===== src/rtl/zjh_disp_pkg.sv =====
// Shared constants for the multiplexed 7-segment scanner: hex glyph table,
// dark-segment value and the all-digits-off select pattern.
package zjh_disp_pkg;

  localparam logic [6:0] SEG_OFF = 7'h00;

  // Segment order {g,f,e,d,c,b,a}; A,b,C,d,E,F glyph shapes for 10..15
  localparam logic [6:0] SEG_HEX [16] = '{
    7'h3F, 7'h06, 7'h5B, 7'h4F, 7'h66, 7'h6D, 7'h7D, 7'h07,
    7'h7F, 7'h6F, 7'h77, 7'h7C, 7'h39, 7'h5E, 7'h79, 7'h71
  };

  function automatic logic [7:0] Y_OFF(input int digits);
    return 8'hFF >> (8 - digits);
  endfunction

endpackage


===== src/rtl/zjh_hex7seg.sv =====
// Combinational hex nibble to 7-segment decoder.
module zjh_hex7seg
  import zjh_disp_pkg::*;
(
  input  logic [3:0] nibble,
  output logic [6:0] seg
);

  assign seg = SEG_HEX[nibble];

endmodule


===== src/rtl/zjh_scan_disp.sv =====
// Multiplexed 7-segment scanner: prescaled digit scan, per-digit blanking and
// a frame-synchronous double-buffered display word with valid/ready load.
module zjh_scan_disp
  import zjh_disp_pkg::*;
#(
  parameter  int DIGITS   = 4,
  parameter  int PRESCALE = 1000,
  localparam int SEL_W    = (DIGITS   > 1) ? $clog2(DIGITS)   : 1,
  localparam int PS_W     = (PRESCALE > 1) ? $clog2(PRESCALE) : 1
) (
  input  logic                  Clock,
  input  logic                  Aclr,
  input  logic                  En,
  input  logic                  ld_valid,
  input  logic [4*DIGITS-1:0]   ld_data,
  output logic                  ld_ready,
  input  logic [DIGITS-1:0]     blank_mask,
  output logic [DIGITS-1:0]     Y,
  output logic [6:0]            seg,
  output logic [SEL_W-1:0]      scan_idx,
  output logic                  frame_done
);

  localparam logic [DIGITS-1:0] Y_ALL = DIGITS'(Y_OFF(DIGITS));

  logic [PS_W-1:0]     ps_cnt;
  logic                tick;
  logic                wrap;
  logic                pending;
  logic [SEL_W-1:0]    idx_next;
  logic [4*DIGITS-1:0] shadow;
  logic [4*DIGITS-1:0] disp_buf;
  logic [4*DIGITS-1:0] src_buf;
  logic [3:0]          nibble;
  logic [6:0]          seg_dec;
  logic [DIGITS-1:0]   y_next;
  logic                blank_sel;

  assign tick     = En && (ps_cnt == PS_W'(PRESCALE - 1));
  assign wrap     = tick && (scan_idx == SEL_W'(DIGITS - 1));
  assign idx_next = wrap ? '0 : scan_idx + SEL_W'(1);
  assign ld_ready = ~pending;

  // Digit 0 of a new frame decodes from the word being transferred on this edge
  assign src_buf  = (wrap && pending) ? shadow : disp_buf;

  always_comb begin
    nibble    = '0;
    y_next    = Y_ALL;
    blank_sel = 1'b0;
    for (int i = 0; i < DIGITS; i++) begin
      if (idx_next == SEL_W'(i)) begin
        nibble    = src_buf[4*i +: 4];
        y_next    = ~(DIGITS'(1) << i);
        blank_sel = blank_mask[i];
      end
    end
  end

  zjh_hex7seg u_dec (
    .nibble (nibble),
    .seg    (seg_dec)
  );

  always_ff @(posedge Clock or negedge Aclr) begin
    if (!Aclr) begin
      ps_cnt <= '0;
    end else if (En) begin
      ps_cnt <= (ps_cnt == PS_W'(PRESCALE - 1)) ? '0 : ps_cnt + PS_W'(1);
    end
  end

  always_ff @(posedge Clock or negedge Aclr) begin
    if (!Aclr) begin
      scan_idx   <= '0;
      Y          <= Y_ALL;
      seg        <= SEG_OFF;
      frame_done <= 1'b0;
    end else begin
      frame_done <= wrap;
      if (tick) begin
        scan_idx <= idx_next;
        Y        <= blank_sel ? Y_ALL   : y_next;
        seg      <= blank_sel ? SEG_OFF : seg_dec;
      end
    end
  end

  // An accept can never coincide with a transfer: accept needs pending=0
  always_ff @(posedge Clock or negedge Aclr) begin
    if (!Aclr) begin
      shadow   <= '0;
      disp_buf <= '0;
      pending  <= 1'b0;
    end else if (ld_valid && !pending) begin
      shadow   <= ld_data;
      pending  <= 1'b1;
    end else if (wrap && pending) begin
      disp_buf <= shadow;
      pending  <= 1'b0;
    end
  end

endmodule


===== config.mk =====
export PLATFORM = sky130hd
export DESIGN_NAME = zjh_scan_disp
export DESIGN_NICKNAME = d
export VERILOG_FILES = /design/src/rtl/zjh_disp_pkg.sv /design/src/rtl/zjh_hex7seg.sv /design/src/rtl/zjh_scan_disp.sv
export SDC_FILE = /design/constraint.sdc
export NUM_CORES = 1
export LEC_CHECK = 0
export ABC_AREA = 0
export CAP_MARGIN = 5
export CORE_ASPECT_RATIO = 1.1
export CORE_MARGIN = 2
export CORE_UTILIZATION = 30
export DETAILED_ROUTE_END_ITERATION = 8
export GPL_TIMING_DRIVEN = 0
export PLACE_DENSITY = 0.46
export SETUP_SLACK_MARGIN = 0.15
export SYNTH_ARGS = -nofsm -noshare
export SYNTH_HDL_FRONTEND = slang
export SYNTH_HIERARCHICAL = 1
export SYNTH_SLANG_ARGS = --single-unit

===== constraint.sdc =====
create_clock -name Clock -period 3.8 [get_ports Clock]
set_input_delay 0.57 -clock Clock [delete_from_list [all_inputs] [get_ports Clock]]
set_output_delay 0.57 -clock Clock [all_outputs]
set_load 0.01 [all_outputs]

==> results.py, run 1 <==
metrics = {
    "setup_path": {
        "setup.worst_path.start": "scan_idx[1]",
        "critPathCapture": "seg[3]",
        "worstPathMaxFanout": 7,
        "r2r_end": "seg[3]",
        "required_ns": 4.02,
        "cp.arrival_ns": 3.65,
        "worst-setup-path-type": "flop to flop",
        "worstSetupEndpointType": "flop",
        "r2r_slack_ns": 0.37,
        "r2r_cells": 12,
        "reg2reg_from": "scan_idx[1]",
        "worst_setup_path_start_kind": "flop",
    },
    "placed_design": {
        "routabilityCongestion": 0.744,
        "port_buffers": 37,
        "hpwl_um": 4060,
    },
    "timing": {
        "rsz0062_at_grt": "false",
        "post-route-period-util_pct": 90.3,
        "min_period_ns": 3.43,
        "slew_viol_final": 0,
        "hold_ws_ns": 0.285,
        "fmax_ghz": 0.292,
        "relSlewSlack_pct": 50.7,
        "setup_violations": 0,
        "worst_pin_slew_ns": 0.733,
        "skew_ns": 0.00416,
        "tns_ns": 0,
        "hold_viol_final": 0,
    },
    "pwr": {
        "p_leak_uw": 0.00158,
        "cellPowerDensity_mw_per_mm2": 414,
        "comb_power_share_pct": 9.9,
        "intPower_uw": 1140,
        "power.switching_uw": 362,
        "p_sw_share_pct": 24.1,
        "p_clk_share_pct": 41.9,
        "p_seq_share_pct": 48.2,
        "peakVddDrop_uv": 210,
    },
    "clock_tree": {
        "cts_made_buffers": 9,
        "clock_path_buffers": 2,
        "path_clk_slew_ns": 0.07,
        "clkLatencyLatePin_ns": 0.33,
        "cts_tree": "done",
        "ctsHtreeMaxLevel": 3,
        "cts.root.buffer_cell": "clkbuf_8",
        "clkSinkCount": 57,
    },
    "logic_synthesis": {
        "yosys_warnings": 6,
        "syn_area_sq_mm": 0.00283,
        "yosysSeqAreaShare_pct": 50.6,
        "synth_flop_cell": "dfrtp_1",
        "synth_edf_count": 0,
        "async_reset_ff_share_pct": 100,
        "synthCells": 218,
        "synth_seq_cells": 57,
        "ys_types": 45,
        "synth_nets": 257,
        "syn_avg_cell_area_sq_um": 13.0,
    },
    "run_status": {
        "status": "complete, no violations",
    },
    "drt": {
        "vias": 1809,
        "wirelength_um": 5680,
        "ant_nets": 0,
        "routedWlPerCell_um": 14.4,
        "viasPerCell": 4.59,
        "drt-initial-drc-count": 35,
        "drc": 0,
        "firstDrtPassIters": 4,
    },
    "final_layout": {
        "finalNetCount": 311,
        "diodes": 0,
        "final_util_pct": 39.1,
        "area_delta_synth_final_pct": 28.2,
        "drive_above_1_share_pct": 29.6,
    },
    "floorplanning": {
        "floorplan.initialDensity_pct": 30.5,
        "fp.dieW_um": 96.6,
        "die_area_sq_mm": 0.0102,
        "coreArea_sq_mm": 0.00926,
        "num_rows": 37,
        "io_pins": 39,
        "die_h_um": 106,
    },
    "grt": {
        "grt_pass1_vias": 2009,
        "antenna_found_initial": 0,
        "grt_overflow": 0,
        "grt.total_usage_pct": 12.7,
        "grt_max_degree": 30,
        "grt_pass1_wl_um": 9920,
    },
    "run": {
        "maxCapViolations": 0,
    },
    "min_path": {
        "hp-class": "input port to asynchronous set/reset pin",
    },
}
-- worst min-delay path by stage --
| stage | from | endpoint | slack [ns] |
|---|---|---|---|
| final | Aclr | shadow[3] | 0.28 |
| after global routing | Aclr | shadow[3] | 0.33 |
| after CTS | Aclr | shadow[3] | 0.30 |
| after detailed placement | disp_buf[8] | disp_buf[8] | 0.48 |
| after global placement | disp_buf[8] | disp_buf[8] | 0.48 |
| after floorplan | Aclr | disp_buf[0] | 0.27 |
-- critical path, cell delays in order (launching register included) --
cell	delay [ns]
dfrtp_2	0.42
ha_2	0.23
nand2_1	0.10
nor4_4	0.25
buf_4	0.20
mux2_2	0.36
a221o_1	0.36
a22o_1	0.29
inv_1	0.16
ha_2	0.24
inv_1	0.04
mux4_1	0.47
a22o_1	0.20
-- layer usage --
layer | global-route usage, % | up-vias | part of all wire (%)
met1 | 15.8 | 900 | 46
met3 | 3.72 | 5 | 3.1
met4 | 4.23 | 0 | 0.81
li1 | - | 882 | -
met2 | 20.8 | 22 | 50
met5 | 0 | - | 0
-- cells in the final DEF (no fill, tap or decap), types with 2 or more instances in the layout --
| cell | instances |
|---|---|
| buf_4 | 6 |
| o21ai_0 | 3 |
| nand2_1 | 4 |
| ha_1 | 13 |
| mux2_4 | 6 |
| a22o_1 | 10 |
| a221o_1 | 4 |
| xnor2_1 | 6 |
| clkbuf_1 | 4 |
| inv_1 | 10 |
| buf_2 | 3 |
| ha_2 | 2 |
| clkbuf_8 | 10 |
| dfrtp_2 | 2 |
| nor2_1 | 18 |
| clkinv_2 | 2 |
| nand3_1 | 3 |
| a21oi_1 | 6 |
| buf_6 | 2 |
| nor2b_1 | 2 |
| mux2i_1 | 3 |
| dfstp_2 | 4 |
| o21ba_2 | 4 |
| nor3_1 | 4 |
| clkdlybuf4s50_1 | 36 |
| xor2_1 | 2 |
| dfrtp_1 | 51 |
| mux2_2 | 29 |
| nand4_1 | 2 |
| bufinv_16 | 2 |
| or3_1 | 2 |
-- metrics by stage --
stage	total power [uW]	setup WS (ns)	instance area [sq um]	std cells
after floorplan	825	0.437	2830	218
after global placement	883	0.101	3340	372
after detailed placement	888	0.0651	3360	373
after CTS	1530	0.176	3600	392
after global routing	1590	0.180	3620	394
final	1500	0.370	3620	394
-- power by group through the flow --
stage	Sequential, uW	Clock [uW]	Combinational [uW]
6_report	724	628	149
5_1_grt	736	681	169
4_1_cts	725	652	153
3_5_place_dp	735	0	153
3_3_place_gp	736	0	147
2_1_floorplan	721	0	103
-- cells in the mapped netlist (4+ instances only) --
| cell type | n | area (sq um) |
|---|---|---|
| dfrtp_1 | 53 | 1330 |
| mux2_2 | 29 | 327 |
| nor2_1 | 18 | 67.6 |
| ha_1 | 15 | 188 |
| a22o_1 | 10 | 87.6 |
| inv_1 | 10 | 37.5 |
| a21oi_1 | 6 | 30.0 |
| mux2_4 | 6 | 90.1 |
| xnor2_1 | 6 | 52.6 |
| a221o_1 | 4 | 40.0 |
| dfstp_2 | 4 | 105 |
| nand2_1 | 4 | 15.0 |
| nor3_1 | 4 | 20.0 |
| o21ba_2 | 4 | 40.0 |
-- sequential cells by signal, indices dropped and copies added, names as in the netlist --
signal	count
scan_idx	2
frame_done	1
ps_cnt	10
pending	1
seg	7
disp_buf	16
shadow	16
Y	4
-- repair_timing --
action	in CTS	in global routing
cloned	0	0
pin swaps	1	0
hold buffers	0	0
buffers inserted	3	2
setup endpoints to repair	1	2
gates resized for setup	0	4
-- kinds of logic after synthesis --
group / count (synthesis) / share of synthesized area [%]
compound gates: 35 / 10.4
xor+xnor: 8 / 2.48
fa+ha+maj: 15 / 6.64
buf+inv: 19 / 3.27
flops: 57 / 50.6
mux: 39 / 16.7
simple gates: 45 / 9.87
-- area by class of cell --
class                      count  area (sq um)
clock buffer                  11           141
clock inverter                 5          78.8
inverter                      10          37.5
multi-input combinational    142          1310
fill                         938          5630
sequential                    57          1430
buffer                         9          55.1
tap                          117           146
timing repair buffer          43           423
Power figures use the tool's default switching activity.
==> inputs of run 2 (changes only) <==
Settings changed: CORE_MARGIN 2 to 5.
==> run 2 against run 1 <==
First-iteration DRC count rose by 130%. Largest cell class unchanged. Critical endpoint unchanged. Wire length is 3.0% higher. Worst setup slack got worse by 0.020 ns.
==> results.py, run 2 (synthesized netlist as in run 1, its figures left out) <==
metrics = {
    "run_status": {
        "status": "complete, no violations",
    },
    "timing": {
        "setup_violations": 0,
        "skew_ns": 0.00507,
        "fmax_ghz": 0.290,
        "min_period_ns": 3.45,
        "slew_viol_final": 0,
        "hold_viol_final": 0,
        "relSlewSlack_pct": 50.4,
        "rsz0062_at_grt": "false",
        "post-route-period-util_pct": 90.8,
        "hold_ws_ns": 0.243,
        "tns_ns": 0,
        "worst_pin_slew_ns": 0.739,
    },
    "pwr": {
        "comb_power_share_pct": 10.5,
        "intPower_uw": 1070,
        "p_seq_share_pct": 50.7,
        "p_sw_share_pct": 25.1,
        "p_leak_uw": 0.00155,
        "p_clk_share_pct": 38.8,
        "power.switching_uw": 359,
        "peakVddDrop_uv": 222,
        "cellPowerDensity_mw_per_mm2": 400,
    },
    "clock_tree": {
        "path_clk_slew_ns": 0.06,
        "clkLatencyLatePin_ns": 0.33,
        "clock_path_buffers": 2,
        "cts_made_buffers": 9,
        "cts_tree": "done",
        "clkSinkCount": 57,
        "cts.root.buffer_cell": "clkbuf_8",
        "ctsHtreeMaxLevel": 3,
    },
    "grt": {
        "grt_pass1_vias": 1967,
        "antenna_found_initial": 0,
        "grt_overflow": 0,
        "grt.total_usage_pct": 11.4,
        "grt_max_degree": 34,
        "grt_pass1_wl_um": 10100,
    },
    "drt": {
        "drt-initial-drc-count": 82,
        "vias": 1793,
        "ant_nets": 0,
        "firstDrtPassIters": 4,
        "routedWlPerCell_um": 14.9,
        "wirelength_um": 5850,
        "drc": 0,
        "viasPerCell": 4.57,
    },
    "setup_path": {
        "slowest_stage": "mux4_1",
        "r2r_slack_ns": 0.35,
        "cp.arrival_ns": 3.67,
        "crit_chain": "ha_2, nand2_1, nor4_4, buf_4, mux2_2, a221o_1, a22o_1, inv_1, ha_1, inv_1, mux4_1, a22o_1",
        "required_ns": 4.02,
        "slowest_delay_ns": 0.47,
        "worst_setup_path_start_kind": "flop",
        "reg2reg_from": "scan_idx[0]",
        "r2r_cells": 12,
        "worstPathMaxFanout": 7,
        "worst-setup-path-type": "flop to flop",
        "r2r_end": "seg[3]",
        "worstSetupEndpointType": "flop",
    },
    "final_layout": {
        "final_cell_mix": "51 x dfrtp_1, 36 x clkdlybuf4s50_1, 29 x mux2_2",
        "final_common_cell": "dfrtp_1",
        "area_delta_synth_final_pct": 26.5,
        "fin_cells": 392,
        "reg_top3": "disp_buf (16), shadow (16), ps_cnt (10)",
        "diodes": 0,
        "finalNetCount": 309,
        "drive_above_1_share_pct": 28.0,
    },
    "floorplanning": {
        "die_area_sq_mm": 0.0115,
        "coreArea_sq_mm": 0.00931,
        "io_pins": 39,
        "fp.dieW_um": 103,
        "die_h_um": 112,
        "num_rows": 37,
        "floorplan.initialDensity_pct": 30.4,
    },
    "placed_design": {
        "placed_cells": 373,
        "port_buffers": 37,
        "routabilityCongestion": 0.730,
        "hpwl_um": 4200,
    },
    "run": {
        "maxCapViolations": 0,
    },
    "min_path": {
        "hp-class": "input port to asynchronous set/reset pin",
    },
}
run 2: worst max path at each step:
stage	cells after the start	slack [ns]	from	end
floorplan	11	0.44	En	seg[3]
global placement	12	0.10	En	seg[3]
detailed placement	12	0.08	En	seg[3]
CTS	13	0.21	scan_idx[0]	seg[3]
global route	13	0.15	scan_idx[0]	seg[3]
finish	12	0.35	scan_idx[0]	seg[3]
run 2: cell type report:
type | count | area, sq um
multi-input combinational | 142 | 1310
buffer | 9 | 55.1
inverter | 10 | 37.5
fill | 893 | 5730
tap | 117 | 146
clock buffer | 13 | 149
clock inverter | 3 | 40.0
sequential | 57 | 1430
timing repair buffer | 41 | 408
run 2: power by group through the flow:
| stage | Clock [uW] | Combinational (uW) | Sequential [uW] |
|---|---|---|---|
| 2_1_floorplan | 0 | 103 | 721 |
| 3_3_place_gp | 0 | 147 | 736 |
| 3_5_place_dp | 0 | 153 | 737 |
| 4_1_cts | 579 | 154 | 727 |
| 5_1_grt | 610 | 169 | 738 |
| 6_report | 556 | 151 | 726 |
run 2: critical path: cells and delay by family (launching register included):
kind | cells | cell delay (ns)
adders and majority gates | 2 | 0.49
DFF | 1 | 0.44
muxes | 2 | 0.82
AOI/OAI and AO/OA | 3 | 0.85
and+or+nand+nor | 2 | 0.34
buffers and inverters | 3 | 0.39
run 2: metrics by stage:
| stage | setup slack, ns | instance area [sq um] | power (uW) | utilization [%] |
|---|---|---|---|---|
| finish | 0.350 | 3580 | 1430 | 38.4 |
| global route | 0.150 | 3580 | 1520 | 38.4 |
| global placement | 0.102 | 3340 | 883 | 35.9 |
| CTS | 0.212 | 3570 | 1460 | 38.4 |
| floorplan | 0.437 | 2830 | 825 | - |
| detailed placement | 0.0761 | 3360 | 891 | 36.1 |
run 2: what timing repair did:
item	CTS	global route
hold buffers	0	0
endpoints found under the hold margin	0	0
setup buffers	3	0
resized for setup	0	3
endpoints found under the setup margin	1	1
pin swaps	1	0
run 2: routing by layer:
metal  vias up  part of all wire [%]  track usage [%]
met2        26                    49             17.3
met5         -                     0                0
met3         5                   3.5             3.82
li1        884                     -                -
met1       878                    47             14.9
met4         0                   1.3             4.64
==> inputs of run 3 (changes only) <==
Settings changed: CORE_ASPECT_RATIO 1.1 to default, MAX_ROUTING_LAYER from default to met4, TNS_END_PERCENT from default to 10.
==> run 3 against run 2 <==
Sequential power hardly changed. Die area hardly changed. Clock skew up 0.0013 ns. Fmax increased by 0.95%. Clock-buffer cell count is 2 lower. Final cell count is 1.0% lower. Highest routed layer unchanged.
==> results.py, run 3 (synthesized netlist as in run 1, its figures left out) <==
metrics = {
    "pwr": {
        "p_leak_uw": 0.00158,
        "intPower_uw": 1160,
        "cellPowerDensity_mw_per_mm2": 420,
        "comb_power_share_pct": 9.8,
        "p_seq_share_pct": 47.6,
        "p_clk_share_pct": 42.6,
        "peakVddDrop_uv": 229,
        "p_sw_share_pct": 24.2,
        "power.switching_uw": 369,
    },
    "placed_design": {
        "hpwl_um": 4180,
        "port_buffers": 37,
        "placed_cells": 367,
        "routabilityCongestion": 0.791,
    },
    "setup_path": {
        "required_ns": 4.02,
        "worst_setup_path_start_kind": "flop",
        "worstSetupEndpointType": "flop",
        "worstPathMaxFanout": 7,
        "worst-setup-path-type": "flop to flop",
        "r2r_end": "seg[3]",
        "r2r_slack_ns": 0.38,
        "r2r_cells": 12,
        "cp.arrival_ns": 3.64,
        "reg2reg_from": "scan_idx[1]",
    },
    "clock_tree": {
        "cts.root.buffer_cell": "clkbuf_8",
        "postCtsHoldBufs": 0,
        "clkSinkCount": 57,
        "clock_path_buffers": 2,
        "ctsHtreeMaxLevel": 3,
        "path_clk_slew_ns": 0.07,
        "clkLatencyLatePin_ns": 0.33,
        "cts_tree": "done",
        "cts_made_buffers": 9,
    },
    "drt": {
        "vias": 1837,
        "ant_nets": 0,
        "routedWlPerCell_um": 14.9,
        "drc": 0,
        "viasPerCell": 4.73,
        "wl_met1_um": 2700,
        "wl_met3_um": 225,
        "firstDrtPassIters": 4,
        "met2WireLength_um": 2800,
        "top_layer": "met4",
        "wirelength_um": 5790,
        "drt-initial-drc-count": 59,
    },
    "floorplanning": {
        "die_area_sq_mm": 0.0115,
        "floorplan.initialDensity_pct": 30.7,
        "fp.dieW_um": 107,
        "io_pins": 39,
        "coreArea_sq_mm": 0.00920,
        "die_h_um": 107,
        "num_rows": 35,
    },
    "grt": {
        "grt_pass1_wl_um": 10200,
        "grt_max_degree": 36,
        "grt.total_usage_pct": 11.6,
        "grt_pass1_vias": 2030,
        "grt_overflow": 0,
        "antenna_found_initial": 0,
    },
    "timing": {
        "setup_violations": 0,
        "relSlewSlack_pct": 46.5,
        "rsz0062_at_grt": "false",
        "post-route-period-util_pct": 89.9,
        "fmax_ghz": 0.293,
        "tns_ns": 0,
        "hold_viol_final": 0,
        "worst_pin_slew_ns": 0.797,
        "min_period_ns": 3.42,
        "slew_viol_final": 0,
        "skew_ns": 0.00636,
    },
    "final_layout": {
        "diodes": 0,
        "area_delta_synth_final_pct": 28.2,
        "n_fill_cell": 931,
        "fin_cells": 388,
        "final_common_cell": "dfrtp_1",
        "reg_top3": "disp_buf (16), shadow (16), ps_cnt (10)",
        "drive_above_1_share_pct": 30.3,
        "finalNetCount": 311,
        "final_cell_mix": "51 x dfrtp_1, 36 x clkdlybuf4s50_1, 29 x mux2_2",
    },
    "min_path": {
        "hp-class": "input port to asynchronous set/reset pin",
    },
    "run": {
        "maxCapViolations": 0,
    },
    "run_status": {
        "status": "complete, no violations",
    },
}
run 3: critical path, cell delays in order, from the launching register on:
cell     delay (ns)
dfrtp_2        0.42
ha_2           0.24
nand2_1        0.10
nor4_4         0.25
buf_4          0.19
mux2_2         0.37
a221o_1        0.37
a22o_1         0.31
inv_2          0.11
ha_2           0.22
inv_1          0.04
mux4_1         0.47
a22o_1         0.20
run 3: power groups by stage:
stage / Clock, uW / Sequential, uW / Combinational (uW)
floorplan: 0 / 721 / 103
global placement: 0 / 736 / 147
detailed placement: 0 / 736 / 153
CTS: 672 / 726 / 154
global route: 695 / 735 / 171
finish: 649 / 726 / 149
run 3: stage by stage:
step / total power (uW) / util (%) / hold WS, ns / setup slack (ns) / area [sq um]
3_3_place_gp: 883 / 36.3 / 0.481 / 0.0885 / 3340
2_1_floorplan: 825 / - / 0.274 / 0.437 / 2830
5_1_grt: 1600 / 39.4 / 0.249 / 0.170 / 3630
4_1_cts: 1550 / 39.2 / 0.220 / 0.190 / 3600
6_report: 1520 / 39.4 / 0.212 / 0.382 / 3630
3_5_place_dp: 890 / 36.4 / 0.484 / 0.108 / 3350
run 3: routing by layer:
layer | vias up | global-route usage, %
met3 | 9 | 4.27
met1 | 910 | 14.6
met5 | - | -
met2 | 32 | 17.9
met4 | 0 | 2.83
li1 | 886 | -
run 3: cell type report:
class / instances / area, sq um / area share [%]
Clock buffer: 11 / 151 / 4.18
Clock inverter: 5 / 77.6 / 2.14
Timing Repair Buffer: 43 / 423 / 11.7
Multi-Input combinational cell: 142 / 1310 / 36.1
Buffer: 9 / 55.1 / 1.52
Tap cell: 111 / 139 / 3.83
Sequential cell: 57 / 1430 / 39.5
Inverter: 10 / 37.5 / 1.04
run 3: what timing repair did:
action / in CTS / in global routing
endpoints found under the setup margin: 1 / 2
setup buffers: 3 / 2
gates resized for setup: 0 / 5
pin swaps: 1 / 0
run 3: worst max-delay path by stage:
stage / depth (start not counted) / endpoint / slack [ns] / from
detailed placement: 11 / seg[3] / 0.11 / En
CTS: 12 / seg[3] / 0.19 / scan_idx[0]
floorplan: 11 / seg[3] / 0.44 / En
global placement: 11 / seg[3] / 0.09 / En
finish: 12 / seg[3] / 0.38 / scan_idx[1]
global route: 12 / seg[3] / 0.17 / scan_idx[1]
